[src/rtl/riscv_core_pkg.sv]
// Shared core types for the RV32IM pipeline: exception/interrupt records,
// cause codes and the trap controller's state and kind enumerations.
package riscv_core_pkg;

    typedef struct packed {
        logic        valid;
        logic [31:0] cause;
        logic [31:0] pc;
        logic [31:0] tval;
    } exception_info_t;

    typedef struct packed {
        logic meip;
        logic mtip;
        logic msip;
    } interrupt_info_t;

    localparam logic [31:0] EXC_CAUSE_INSN_MISALIGNED  = 32'd0;
    localparam logic [31:0] EXC_CAUSE_ILLEGAL_INSN     = 32'd2;
    localparam logic [31:0] EXC_CAUSE_BREAKPOINT       = 32'd3;
    localparam logic [31:0] EXC_CAUSE_LOAD_ACCESS      = 32'd5;
    localparam logic [31:0] EXC_CAUSE_ECALL_M          = 32'd11;
    localparam logic [31:0] EXC_CAUSE_IRQ_MSI          = 32'h8000_0003;
    localparam logic [31:0] EXC_CAUSE_IRQ_MTI          = 32'h8000_0007;
    localparam logic [31:0] EXC_CAUSE_IRQ_MEI          = 32'h8000_000B;
    localparam logic [31:0] EXC_CAUSE_NMI              = 32'h8000_0000;

    localparam logic [1:0]  MTVEC_MODE_DIRECT          = 2'b00;
    localparam logic [1:0]  MTVEC_MODE_VECTORED        = 2'b01;

    typedef enum logic [2:0] {
        TRAP_IDLE,
        TRAP_FLUSH,
        TRAP_CSR_WR,
        TRAP_MRET_WR,
        TRAP_REDIRECT
    } trap_state_e;

    typedef enum logic [1:0] {
        TRAP_EXC,
        TRAP_IRQ,
        TRAP_MRET,
        TRAP_NMI
    } trap_kind_e;

endpackage

[src/rtl/riscv_irq_prio.sv]
// Combinational machine-interrupt qualifier and priority encoder.
// Order is MEI > MSI > MTI; nothing is taken without global enable and a
// valid instruction boundary to hang mepc on.
module riscv_irq_prio
    import riscv_core_pkg::*;
(
    input  interrupt_info_t i_pending,
    input  logic [2:0]      i_enable,
    input  logic            i_global_en,
    input  logic            i_pc_valid,
    output logic            o_valid,
    output logic [31:0]     o_cause
);

    // i_enable is packed as {mie[11], mie[7], mie[3]}
    always_comb begin
        o_valid = 1'b0;
        o_cause = '0;
        if (i_global_en && i_pc_valid) begin
            if (i_pending.meip && i_enable[2]) begin
                o_valid = 1'b1;
                o_cause = EXC_CAUSE_IRQ_MEI;
            end else if (i_pending.msip && i_enable[0]) begin
                o_valid = 1'b1;
                o_cause = EXC_CAUSE_IRQ_MSI;
            end else if (i_pending.mtip && i_enable[1]) begin
                o_valid = 1'b1;
                o_cause = EXC_CAUSE_IRQ_MTI;
            end
        end
    end

endmodule

[src/rtl/riscv_trap_ctrl.sv]
// M-mode trap entry / MRET return sequencer.
// Optional feature macro: RISCV_TRAP_NMI_EN adds a level NMI input with a
// fixed handler address and an nmi_active block released by MRET.
module riscv_trap_ctrl
    import riscv_core_pkg::*;
#(
    parameter logic [31:0] NMI_VECTOR    = 32'h0000_0100,
    parameter int          VEC_IDX_WIDTH = 5
)
(
    input  logic            clk_i,
    input  logic            rst_ni,
    input  exception_info_t exc_i,
    input  interrupt_info_t irq_i,
    input  logic [31:0]     irq_pc_i,
    input  logic            irq_pc_valid_i,
    input  logic            mret_i,
    input  logic            mstatus_mie_i,
    input  logic [31:0]     mie_i,
    input  logic [31:0]     mtvec_i,
    input  logic [31:0]     mepc_i,
    input  logic            redirect_ready_i,
`ifdef RISCV_TRAP_NMI_EN
    input  logic            nmi_i,
`endif
    output logic            flush_o,
    output logic            stall_o,
    output logic            redirect_valid_o,
    output logic [31:0]     redirect_pc_o,
    output logic            csr_trap_we_o,
    output logic [31:0]     csr_mepc_o,
    output logic [31:0]     csr_mcause_o,
    output logic [31:0]     csr_mtval_o,
    output logic            csr_mret_o,
    output logic            busy_o
);

    trap_state_e r_state;
    trap_state_e w_next_state;
    trap_kind_e  r_kind;
    logic [31:0] r_cause;
    logic [31:0] r_epc;
    logic [31:0] r_tval;
    logic [31:0] r_target;

    logic        w_irq_valid;
    logic [31:0] w_irq_cause;
    logic        w_event;
    trap_kind_e  w_kind;
    logic [31:0] w_cause;
    logic [31:0] w_epc;
    logic [31:0] w_tval;
    logic [31:0] w_target;
    logic [31:0] w_base;
    logic [31:0] w_vec_off;
    logic        w_unused;

    riscv_irq_prio u_irq_prio (
        .i_pending   (irq_i),
        .i_enable    ({mie_i[11], mie_i[7], mie_i[3]}),
        .i_global_en (mstatus_mie_i),
        .i_pc_valid  (irq_pc_valid_i),
        .o_valid     (w_irq_valid),
        .o_cause     (w_irq_cause)
    );

`ifdef RISCV_TRAP_NMI_EN
    logic r_nmi_active;
    logic w_nmi_take;

    assign w_nmi_take = nmi_i & irq_pc_valid_i & ~r_nmi_active;
    assign w_unused   = ^{mie_i[31:12], mie_i[10:8], mie_i[6:4], mie_i[2:0]};

    // NMI is held off from the moment one is captured until its MRET strobe
    always_ff @(posedge clk_i or negedge rst_ni) begin
        if (!rst_ni) begin
            r_nmi_active <= 1'b0;
        end else if (r_state == TRAP_IDLE && w_event && w_kind == TRAP_NMI) begin
            r_nmi_active <= 1'b1;
        end else if (r_state == TRAP_MRET_WR) begin
            r_nmi_active <= 1'b0;
        end
    end
`else
    assign w_unused = ^{mie_i[31:12], mie_i[10:8], mie_i[6:4], mie_i[2:0], NMI_VECTOR};
`endif

    // Pick the winning event of this cycle and compute what it would latch
    always_comb begin
        w_base    = {mtvec_i[31:2], 2'b00};
        w_vec_off = 32'(w_irq_cause[VEC_IDX_WIDTH-1:0]) << 2;
        w_event   = 1'b0;
        w_kind    = TRAP_EXC;
        w_cause   = '0;
        w_epc     = '0;
        w_tval    = '0;
        w_target  = w_base;
`ifdef RISCV_TRAP_NMI_EN
        if (w_nmi_take) begin
            w_event  = 1'b1;
            w_kind   = TRAP_NMI;
            w_cause  = EXC_CAUSE_NMI;
            w_epc    = irq_pc_i;
            w_target = NMI_VECTOR;
        end else
`endif
        if (exc_i.valid) begin
            w_event = 1'b1;
            w_kind  = TRAP_EXC;
            w_cause = exc_i.cause;
            w_epc   = exc_i.pc;
            w_tval  = exc_i.tval;
        end else if (w_irq_valid) begin
            w_event = 1'b1;
            w_kind  = TRAP_IRQ;
            w_cause = w_irq_cause;
            w_epc   = irq_pc_i;
            if (mtvec_i[1:0] == MTVEC_MODE_VECTORED) begin
                w_target = w_base + w_vec_off;
            end
        end else if (mret_i) begin
            w_event = 1'b1;
            w_kind  = TRAP_MRET;
        end
    end

    // FSM state register
    always_ff @(posedge clk_i or negedge rst_ni) begin
        if (!rst_ni) begin
            r_state <= TRAP_IDLE;
        end else begin
            r_state <= w_next_state;
        end
    end

    // Next-state decode and per-state control strobes
    always_comb begin
        w_next_state     = r_state;
        flush_o          = 1'b0;
        csr_trap_we_o    = 1'b0;
        csr_mret_o       = 1'b0;
        redirect_valid_o = 1'b0;
        busy_o           = (r_state != TRAP_IDLE);
        stall_o          = (r_state != TRAP_IDLE);
        case (r_state)
            TRAP_IDLE: begin
                if (w_event) begin
                    w_next_state = TRAP_FLUSH;
                end
            end
            TRAP_FLUSH: begin
                flush_o      = 1'b1;
                w_next_state = (r_kind == TRAP_MRET) ? TRAP_MRET_WR : TRAP_CSR_WR;
            end
            TRAP_CSR_WR: begin
                csr_trap_we_o = 1'b1;
                w_next_state  = TRAP_REDIRECT;
            end
            TRAP_MRET_WR: begin
                csr_mret_o   = 1'b1;
                w_next_state = TRAP_REDIRECT;
            end
            TRAP_REDIRECT: begin
                redirect_valid_o = 1'b1;
                if (redirect_ready_i) begin
                    w_next_state = TRAP_IDLE;
                end
            end
            default: begin
                w_next_state = TRAP_IDLE;
            end
        endcase
    end

    // Capture the event record in IDLE; an MRET picks up mepc as it strobes
    always_ff @(posedge clk_i or negedge rst_ni) begin
        if (!rst_ni) begin
            r_kind   <= TRAP_EXC;
            r_cause  <= '0;
            r_epc    <= '0;
            r_tval   <= '0;
            r_target <= '0;
        end else if (r_state == TRAP_IDLE && w_event) begin
            r_kind   <= w_kind;
            r_cause  <= w_cause;
            r_epc    <= w_epc;
            r_tval   <= w_tval;
            r_target <= w_target;
        end else if (r_state == TRAP_MRET_WR) begin
            r_target <= mepc_i;
        end
    end

    assign csr_mepc_o    = r_epc;
    assign csr_mcause_o  = r_cause;
    assign csr_mtval_o   = r_tval;
    assign redirect_pc_o = r_target;

endmodule
[config.mk]
export PLATFORM = sky130hd
export DESIGN_NAME = riscv_trap_ctrl
export DESIGN_NICKNAME = d
export VERILOG_FILES = /design/src/rtl/riscv_core_pkg.sv /design/src/rtl/riscv_irq_prio.sv /design/src/rtl/riscv_trap_ctrl.sv
export SDC_FILE = /design/constraint.sdc
export NUM_CORES = 1
export LEC_CHECK = 0
export BUFFER_PORTS_ARGS = -buffer_cell sky130_fd_sc_hd__buf_4
export CORE_AREA = 5 5 139 141
export DETAILED_ROUTE_END_ITERATION = 8
export DIE_AREA = 0 0 144 146
export PLACE_DENSITY = 0.67
export SLEW_MARGIN = 20
export SYNTH_ARGS = -nofsm -noshare
export SYNTH_HDL_FRONTEND = slang
export SYNTH_SLANG_ARGS = --single-unit
[constraint.sdc]
create_clock -name clk_i -period 3.3 [get_ports clk_i]
set_clock_uncertainty 0.05 [all_clocks]
set_input_delay 0.165 -clock clk_i [delete_from_list [all_inputs] [get_ports clk_i]]
set_output_delay 0.165 -clock clk_i [all_outputs]
set_load 0.05 [all_outputs]
==> flow_summary_export.csv, run 1 <==
group,metric,value,unit
critical_path,slowest_delay,0.61,ns
route,drc,0,
critical_path,required,3.59,ns
place,dp_hpwl,16.6,mm
synthesis,synthTopCellsByCount,"dfrtp_1, nand2_1, a22o_1",
cts,cts.sinks,133,
synthesis,synthCells,625,
floorplanning,coreArea,17800,µm²
timing,setup_slack,0.543,ns
layout,fin_cells,1336,
place,dp_slack,0.425,ns
synthesis,ys.flop_type,"dfrtp_1",
critical_path,cp_cell_sequence,"nor3_1 -> o211a_2 -> buf_4 -> nor2_1 -> a31oi_1 -> dlygate4sd3_1",
critical_path,startpoint,"r_state[2]",
synthesis,syn_area_per_cell,10.0,µm²
cts,clk_latency,0.41,ns
timing,finalCritPeriodShare,83.5,%
timing,finalSetupTns,0,ns
pwr,leakagePower,5.39,nW
synthesis,async_flop_share,100,%
synthesis,synth_edf_count,0,
floorplanning,die_area,21000,µm²
global_routing,grt_usage,23.1,%
global_routing,antenna_found_initial,1,
timing,tightestPinTransition,0.915,ns
floorplanning,start_util,35.1,%
timing,min_period,2.76,ns
timing,slew_viol_final,0,
synthesis,ys_ff_latch,133,
route,avgRoutedWirePerCell,18.5,µm
cts,path_clk_slew,0.06,ns
job,max_cap_violations,0,
timing,grt_setup_unrepaired,"false",
route,viasPerCell,5.08,
floorplanning,num_rows,49,
hold_path,hold_start,"exc_i[95]",
timing,timing.fmax,363,MHz
critical_path,cp.arrival,3.05,ns
hold_path,hold_class,"in2reg",
place,dpl.cell_count,1154,
cts,cts_tree,"built",
critical_path,critical_path.top_delay_family,"buffers and inverters",
synthesis,synth_top_area_cell,"dfrtp_1",
route,drt-initial-drc-count,365,
pwr,max-vdd-ir-drop,0.833,mV
cts,post_cts_buffers,0,
critical_path,critPathKind,"reg2reg",
cts,cts_root_buffer,"clkbuf_16",
global_routing,grt_pass1_wl,38.5,mm
floorplanning,die_x,144,µm
synthesis,ys_seq_area_share,53.1,%
synthesis,synth_area_leaders,"dfrtp_1, a22o_1, nand2_1, a222oi_1, xnor2_1",
layout,final_util,62.3,%
global_routing,grt_pass1_vias,7193,
synthesis,yosysMostFrequentCell,"dfrtp_1",
layout,fin_nets,1332,
route,via_count,6792,
layout,area_delta_synth_final,77.4,%
layout,drive_gt1_share,35.2,%
route,first_pass_iters,8,
global_routing,overflow,0,
synthesis,yosys_warnings,0,
run_status,status,"complete, no violations",
global_routing,grt_max_degree,97,
cts,ctsResizeCount,0,
cts,ctsLongestPathBuffers,2,
floorplanning,die_height,146,µm
synthesis,synth_top_area_share,53.1,%
place,post_dp_cell_area,9020,µm²
place,portBuffers,338,
place,gp_congestion,0.791,
route,antenna_left,0,
layout,final_area,11100,µm²
synthesis,synth_fp_nets,864,
cts,numCtsBuffers,17,
pwr,p_per_area,1010,nW/µm²
synthesis,netlist_area,6270,µm²
critical_path,worstPathMaxFanout,24,
floorplanning,ios,368,
timing,hold_viol_final,0,
critical_path,crit-reg2reg-launch,"r_state[2]",
route,totalWireLength,24.7,mm
synthesis,synth_cell_types,44,
critical_path,path_buf_inv,2,
critical_path,cp-start-kind,"register",
cts,h-tree-depth,4,
pwr,p_total,11.2,mW
critical_path,slowest_stage,"o211a_2",
timing,hold_ws,0.0124,ns
timing,slew_headroom,39.0,%
timing,setup_viol,0,
cts,hold_buffers,149,
critical_path,end_kind,"register",
metal layers:
metal | GRT usage (%) | up-vias | share of wire, %
met5 | 0 | - | 0
met4 | 8.62 | 0 | 3.1
met3 | 6.21 | 50 | 8.3
met2 | 39.2 | 283 | 50
met1 | 27.8 | 3244 | 39
li1 | - | 3215 | -
state kept, by name, indices dropped and copies added (netlist names):
| name | flops |
|---|---|
| redirect_pc_o | 32 |
| r_kind | 2 |
| csr_mepc_o | 32 |
| csr_mcause_o | 32 |
| r_state | 3 |
| csr_mtval_o | 32 |
final cells by class:
type	instances	area [µm²]
Sequential cell	133	3330
Multi-Input combinational cell	414	2650
Clock buffer	18	439
Clock inverter	14	160
Fill cell	1450	6720
Antenna cell	1	2.50
Tap cell	229	287
Timing Repair Buffer	499	4150
Inverter	28	105
cell usage in the layout (no fill, tap or decap), types with 19 or more instances in the layout:
cell           count
a21oi_1           29
a222oi_1          21
a22o_1            60
a31oi_1           20
and3_1            24
buf_4            347
dfrtp_1          133
dlygate4sd3_1    149
inv_1             28
nand2_1           95
nor2_1            24
xnor2_1           19
cells by family (layout without fill, tap and decap cells):
group,Yosys count,count (layout),share of synthesized area [%]
buffers and inverters,78,559,4.75
multiplexers,8,8,1.28
XOR/XNOR,19,19,2.65
other,0,1,0
flip-flops,133,133,53.1
AO/OA/AOI/OAI,155,155,18.9
adder cells (fa/ha/maj),5,5,1.12
AND/OR/NAND/NOR,227,227,18.2
power breakdown:
group,switching (mW),internal [mW]
registers,0.455,2.38
clock network,0.814,1.10
logic,4.19,2.25
path summary, 6_finish.rpt:
| check | endpoint | slack [ns] | cells after the start |
|---|---|---|---|
| min in group asynchronous | csr_mepc_o[27] | 0.35 | 2 |
| max in group asynchronous | redirect_pc_o[6] | 2.04 | 3 |
| min reg2reg | r_kind[0] | 0.43 | 1 |
| min | csr_mcause_o[31] | 0.01 | 3 |
| max reg2reg | csr_mepc_o[22] | 0.54 | 6 |
| max | csr_mepc_o[22] | 0.54 | 6 |
worst register-to-register path, delay by kind of cell, from the launching register on:
family | cells | cell delay, ns
buffers and inverters | 2 | 0.93
AND/OR/NAND/NOR | 2 | 0.54
flip-flops | 1 | 0.42
AO/OA/AOI/OAI | 2 | 0.76
Note: power is estimated with default switching activity, not from simulation.
==> run 2, diff against run 1 <==
--- a/config.mk
+++ b/config.mk
@@ -9,7 +9,7 @@
 export CORE_AREA = 5 5 139 141
 export DETAILED_ROUTE_END_ITERATION = 8
 export DIE_AREA = 0 0 144 146
-export PLACE_DENSITY = 0.67
+export PLACE_DENSITY = 0.69
 export SLEW_MARGIN = 20
 export SYNTH_ARGS = -nofsm -noshare
 export SYNTH_HDL_FRONTEND = slang
==> constraint.sdc (replaced) <==
create_clock -name clk_i -period 2.42 [get_ports clk_i]
set_clock_uncertainty 0.05 [all_clocks]
set_input_delay 0.121 -clock clk_i [delete_from_list [all_inputs] [get_ports clk_i]]
set_output_delay 0.121 -clock clk_i [all_outputs]
set_load 0.05 [all_outputs]
==> run 2 against run 1 <==
First-iteration DRC count is 6.8% lower; total power is 34% higher; register-to-register slack got worse by 0.20 ns; sequential share of layout area decreased by 1.0 points; critical endpoint is now redirect_pc_o[31]; highest routed layer unchanged.
==> flow_summary_export.csv, run 2 (synthesized netlist as in run 1, its figures left out) <==
group,metric,value,unit
timing,timing.fmax,451,MHz
floorplanning,die_x,144,µm
critical_path,slowest_delay,0.58,ns
cts,ctsLongestPathBuffers,2,
timing,setup_viol,0,
layout,nFillCells,1350,
layout,final_common_cell,"buf_4",
cts,numCtsBuffers,17,
layout,area_delta_synth_final,83.7,%
global_routing,grt_max_degree,110,
timing,hold_viol_final,0,
floorplanning,coreArea,17800,µm²
floorplanning,ios,368,
critical_path,worstPathMaxFanout,7,
layout,drive_gt1_share,35.9,%
cts,path_clk_slew,0.06,ns
place,dp_slack,-0.0945,ns
global_routing,antenna_found_initial,1,
route,drt-initial-drc-count,340,
cts,cts_tree,"built",
critical_path,rr_worst_depth,5,
route,totalWireLength,24.8,mm
critical_path,cp.arrival,2.47,ns
critical_path,worstSetupEndpoint,"redirect_pc_o[31]",
critical_path,slowest_stage,"or4_1",
floorplanning,die_area,21000,µm²
pwr,p_total,15.0,mW
route,antenna_left,0,
global_routing,grt_pass1_vias,7272,
critical_path,critical_path.top_delay_family,"simple AND/OR/NAND/NOR gates",
timing,slew_viol_final,0,
place,gp_congestion,0.817,
timing,slew_headroom,59.3,%
route,wl_met3,1.99,mm
route,avgRoutedWirePerCell,18.0,µm
timing,grt_setup_unrepaired,"false",
critical_path,path_buf_inv,2,
layout,fin_nets,1371,
global_routing,overflow,0,
route,viasPerCell,5.02,
layout,ff_latch_area,3330,µm²
route,via_count,6907,
critical_path,startpoint,"mtvec_i[13]",
critical_path,cp.depth,7,
floorplanning,start_util,35.1,%
critical_path,required,2.67,ns
hold_path,hold_class,"in2reg",
timing,min_period,2.22,ns
cts,cts_root_buffer,"clkbuf_16",
global_routing,grt_pass1_wl,38.9,mm
layout,layout_common_cells,"buf_4, dlygate4sd3_1, dfrtp_1, nand2_1, a22o_1",
critical_path,crit-reg2reg-launch,"r_state[2]",
timing,hold_ws,0.00813,ns
route,routed-wl-met2,12.3,mm
place,portBuffers,338,
timing,setup_slack,0.204,ns
pwr,max-vdd-ir-drop,1.13,mV
layout,fin_cells,1375,
floorplanning,num_rows,49,
route,wl_met1,9.93,mm
pwr,leakagePower,5.61,nW
layout,multi_input_area,2660,µm²
cts,clk_latency,0.41,ns
route,first_pass_iters,7,
critical_path,cp_cell_sequence,"dlygate4sd3_1 -> buf_4 -> and4_1 -> nand4_1 -> or4_1 -> o21a_1 -> o31a_1",
timing,finalCritPeriodShare,91.6,%
job,max_cap_violations,0,
route,routed.top_layer,"met4",
timing,tightestPinTransition,0.610,ns
cts,h-tree-depth,4,
route,drc,0,
critical_path,regToRegSetupSlack,0.34,ns
place,dpl.cell_count,1174,
cts,cts.sinks,133,
place,dp_hpwl,16.6,mm
global_routing,grt_usage,23.2,%
critical_path,end_kind,"register",
pwr,p_per_area,1300,nW/µm²
critical_path,r2r-end,"csr_mepc_o[7]",
timing,finalSetupTns,0,ns
run_status,status,"complete, no violations",
floorplanning,die_height,146,µm
critical_path,cp-start-kind,"input port",
critical_path,critPathKind,"in2reg",
==> run 2: worst min-delay path by stage <==
stage          slack, ns       start                end  depth (start not counted)
2_1_floorplan      -0.22      rst_ni    csr_mcause_o[0]                          0
3_3_place_gp         0.1      rst_ni     csr_mepc_o[21]                          1
3_5_place_dp        0.10      rst_ni     csr_mepc_o[21]                          1
4_1_cts            0.001  mtvec_i[2]   redirect_pc_o[2]                          3
5_1_grt            0.003  mepc_i[18]  redirect_pc_o[18]                          4
6_report           0.008  mtvec_i[2]   redirect_pc_o[2]                          3
==> run 2: metal layers <==
metal / global-route usage [%] / up-vias
li1: - / 3295
met1: 29.0 / 3266
met2: 39.0 / 304
met3: 6.47 / 42
met4: 6.69 / 0
met5: 0 / -
==> run 2: power breakdown <==
group / internal, mW / switching, mW / total [mW]
logic: 2.81 / 5.66 / 8.47
registers: 3.24 / 0.617 / 3.86
clock network: 1.55 / 1.08 / 2.63
==> run 2: worst min-delay path, delay by kind of cell <==
family | cells | cell delay (ns)
multiplexers | 1 | 0.06
AO/OA/AOI/OAI | 1 | 0.15
buffers and inverters | 1 | 0.09
==> run 2: final cells by class <==
| type | count | share of cell area (%) |
|---|---|---|
| timing repair buffer | 538 | 39.4 |
| multi-input combinational | 414 | 23.1 |
| clock buffer | 18 | 3.73 |
| antenna | 1 | 0.0217 |
| inverter | 28 | 0.913 |
| tap | 229 | 2.49 |
| clock inverter | 14 | 1.42 |
| sequential | 133 | 28.9 |
==> run 2: per-stage QoR <==
step	instance area [µm²]	utilization, %
finish	11500	64.5
CTS	11500	64.5
floorplan	6290	-
detailed placement	9240	51.8
global placement	9240	51.8
global route	11500	64.5
==> run 2: what timing repair did <==
| item | CTS | global route |
|---|---|---|
| setup endpoints to repair | 0 | 0 |
| hold endpoints to repair | 188 | 0 |
| setup buffers | 0 | 0 |
| resized for setup | 0 | 0 |
| hold buffers | 168 | 0 |
==> run 3, diff against run 2 <==
--- a/config.mk
+++ b/config.mk
@@ -9,6 +9,7 @@
 export CORE_AREA = 5 5 139 141
 export DETAILED_ROUTE_END_ITERATION = 8
 export DIE_AREA = 0 0 144 146
+export MAX_ROUTING_LAYER = met4
 export PLACE_DENSITY = 0.69
 export SLEW_MARGIN = 20
 export SYNTH_ARGS = -nofsm -noshare
==> run 3 against run 2 <==
Non-clock buffer count is the same; flip-flop and latch count did not move; die area did not move; worst hold slack got worse by 0.0041 ns; total power about the same; largest cell class unchanged; largest power group unchanged.
==> flow_summary_export.csv, run 3 (synthesized netlist as in run 1, its figures left out) <==
group,metric,value,unit
floorplanning,start_util,35.1,%
floorplanning,ios,368,
global_routing,antenna_found_initial,1,
global_routing,grt_pass1_wl,38.8,mm
critical_path,worstSetupEndpoint,"redirect_pc_o[31]",
critical_path,cp_cell_sequence,"dlygate4sd3_1 -> buf_4 -> and4_1 -> nand4_1 -> or4_1 -> o21a_1 -> o31a_1",
pwr,p_total,15.0,mW
floorplanning,die_x,144,µm
hold_path,hold_class,"in2reg",
critical_path,crit-reg2reg-launch,"r_state[2]",
layout,fin_nets,1371,
layout,final_area,11500,µm²
floorplanning,num_rows,49,
floorplanning,die_area,21000,µm²
layout,drive_gt1_share,35.9,%
layout,final_common_cell,"buf_4",
timing,finalCritPeriodShare,92.1,%
floorplanning,coreArea,17800,µm²
place,dp_slack,-0.0945,ns
cts,cts.sinks,133,
place,post_dp_cell_area,9240,µm²
cts,cts_tree,"built",
cts,cts_root_buffer,"clkbuf_16",
critical_path,cp.depth,7,
critical_path,rr_worst_depth,5,
job,max_cap_violations,0,
critical_path,critical_path.top_delay_family,"simple AND/OR/NAND/NOR gates",
route,viasPerCell,5.03,
global_routing,overflow,0,
critical_path,critPathKind,"in2reg",
timing,setup_slack,0.191,ns
cts,post_cts_buffers,0,
critical_path,slowest_stage,"or4_1",
hold_path,hold_start,"mtvec_i[2]",
floorplanning,die_height,146,µm
cts,clk_latency,0.41,ns
critical_path,cp-start-kind,"input port",
pwr,p_per_area,1300,nW/µm²
cts,ctsResizeCount,0,
cts,ctsLongestPathBuffers,2,
place,dp_hpwl,16.6,mm
route,antenna_left,0,
critical_path,startpoint,"mtvec_i[13]",
global_routing,grt_pass1_vias,7296,
cts,numCtsBuffers,17,
critical_path,cp.arrival,2.48,ns
pwr,max-vdd-ir-drop,1.13,mV
timing,slew_headroom,59.8,%
timing,slew_viol_final,0,
timing,grt_setup_unrepaired,"false",
layout,multi_input_area,2660,µm²
timing,hold_viol_final,0,
place,portBuffers,338,
timing,tightestPinTransition,0.603,ns
timing,setup_viol,0,
layout,layout_common_cells,"buf_4, dlygate4sd3_1, dfrtp_1, nand2_1, a22o_1",
global_routing,grt_usage,23.9,%
timing,min_period,2.23,ns
critical_path,regToRegSetupSlack,0.25,ns
layout,ff_latch_area,3330,µm²
critical_path,path_buf_inv,2,
route,via_count,6919,
route,totalWireLength,24.8,mm
critical_path,r2r-end,"csr_mepc_o[8]",
critical_path,worstPathMaxFanout,7,
critical_path,slowest_delay,0.58,ns
cts,path_clk_slew,0.06,ns
critical_path,required,2.67,ns
run_status,status,"complete, no violations",
layout,area_delta_synth_final,83.7,%
route,first_pass_iters,6,
cts,h-tree-depth,4,
critical_path,end_kind,"register",
timing,timing.fmax,449,MHz
layout,nFillCells,1350,
pwr,leakagePower,5.61,nW
place,gp_congestion,0.829,
route,drt-initial-drc-count,374,
route,avgRoutedWirePerCell,18.0,µm
global_routing,grt_max_degree,110,
route,drc,0,
==> run 3: cell counts in the layout (fill, tap and decap cells not counted) <==
Identical to the previous run, type by type.
==> run 3: through the flow <==
stage	setup TNS [ns]	utilization [%]	cells	hold slack, ns
finish	0	64.5	1375	0.00401
global route	0	64.5	1375	0.00472
CTS	0	64.5	1374	0.00104
detailed placement	-0.318	51.8	1174	0.102
global placement	-0.260	51.8	1174	0.0957
floorplan	-0.0221	-	625	-0.225
==> run 3: repair_timing <==
item | in CTS | in global routing
hold buffers | 168 | 0
setup endpoints to repair | 0 | 0
endpoints found under the hold margin | 188 | 0
==> run 3: layer usage <==
| layer | global-route usage [%] | part of all wire, % |
|---|---|---|
| met1 | 29.8 | 41 |
| met2 | 39.0 | 50 |
| met3 | 5.09 | 7.3 |
| met4 | 6.78 | 2.1 |
| met5 | - | 0 |
==> run 3: report_power, final <==
part | switching [mW] | leakage [nW] | internal, mW
Sequential | 0.618 | 1.64 | 3.24
Clock | 1.08 | 0.286 | 1.55
Combinational | 5.66 | 3.68 | 2.81
Total | 7.36 | 5.61 | 7.60
==> run 3: worst min path at each step <==
stage / endpoint / slack, ns / cells past startpoint
final: redirect_pc_o[2] / 0.004 / 3
after global routing: redirect_pc_o[13] / 0.005 / 4
after CTS: redirect_pc_o[2] / 0.001 / 3
after detailed placement: csr_mepc_o[21] / 0.10 / 1
after global placement: csr_mepc_o[21] / 0.1 / 1
after floorplan: csr_mcause_o[0] / -0.22 / 0
==> run 3: worst register-to-register path: cells and delay by family (launching register included) <==
family                 cells  cell delay [ns]
buffers and inverters      2             0.35
flip-flops                 1             0.42
AND/OR/NAND/NOR            1             0.43
AO/OA/AOI/OAI              2             0.81
==> run 3: cell type report <==
type / count / area share, %
Clock inverter: 14 / 1.42
Antenna cell: 1 / 0.0217
Multi-Input combinational cell: 414 / 23.1
Tap cell: 229 / 2.49
Inverter: 28 / 0.913
Sequential cell: 133 / 28.9
Clock buffer: 18 / 3.73
Timing Repair Buffer: 538 / 39.4
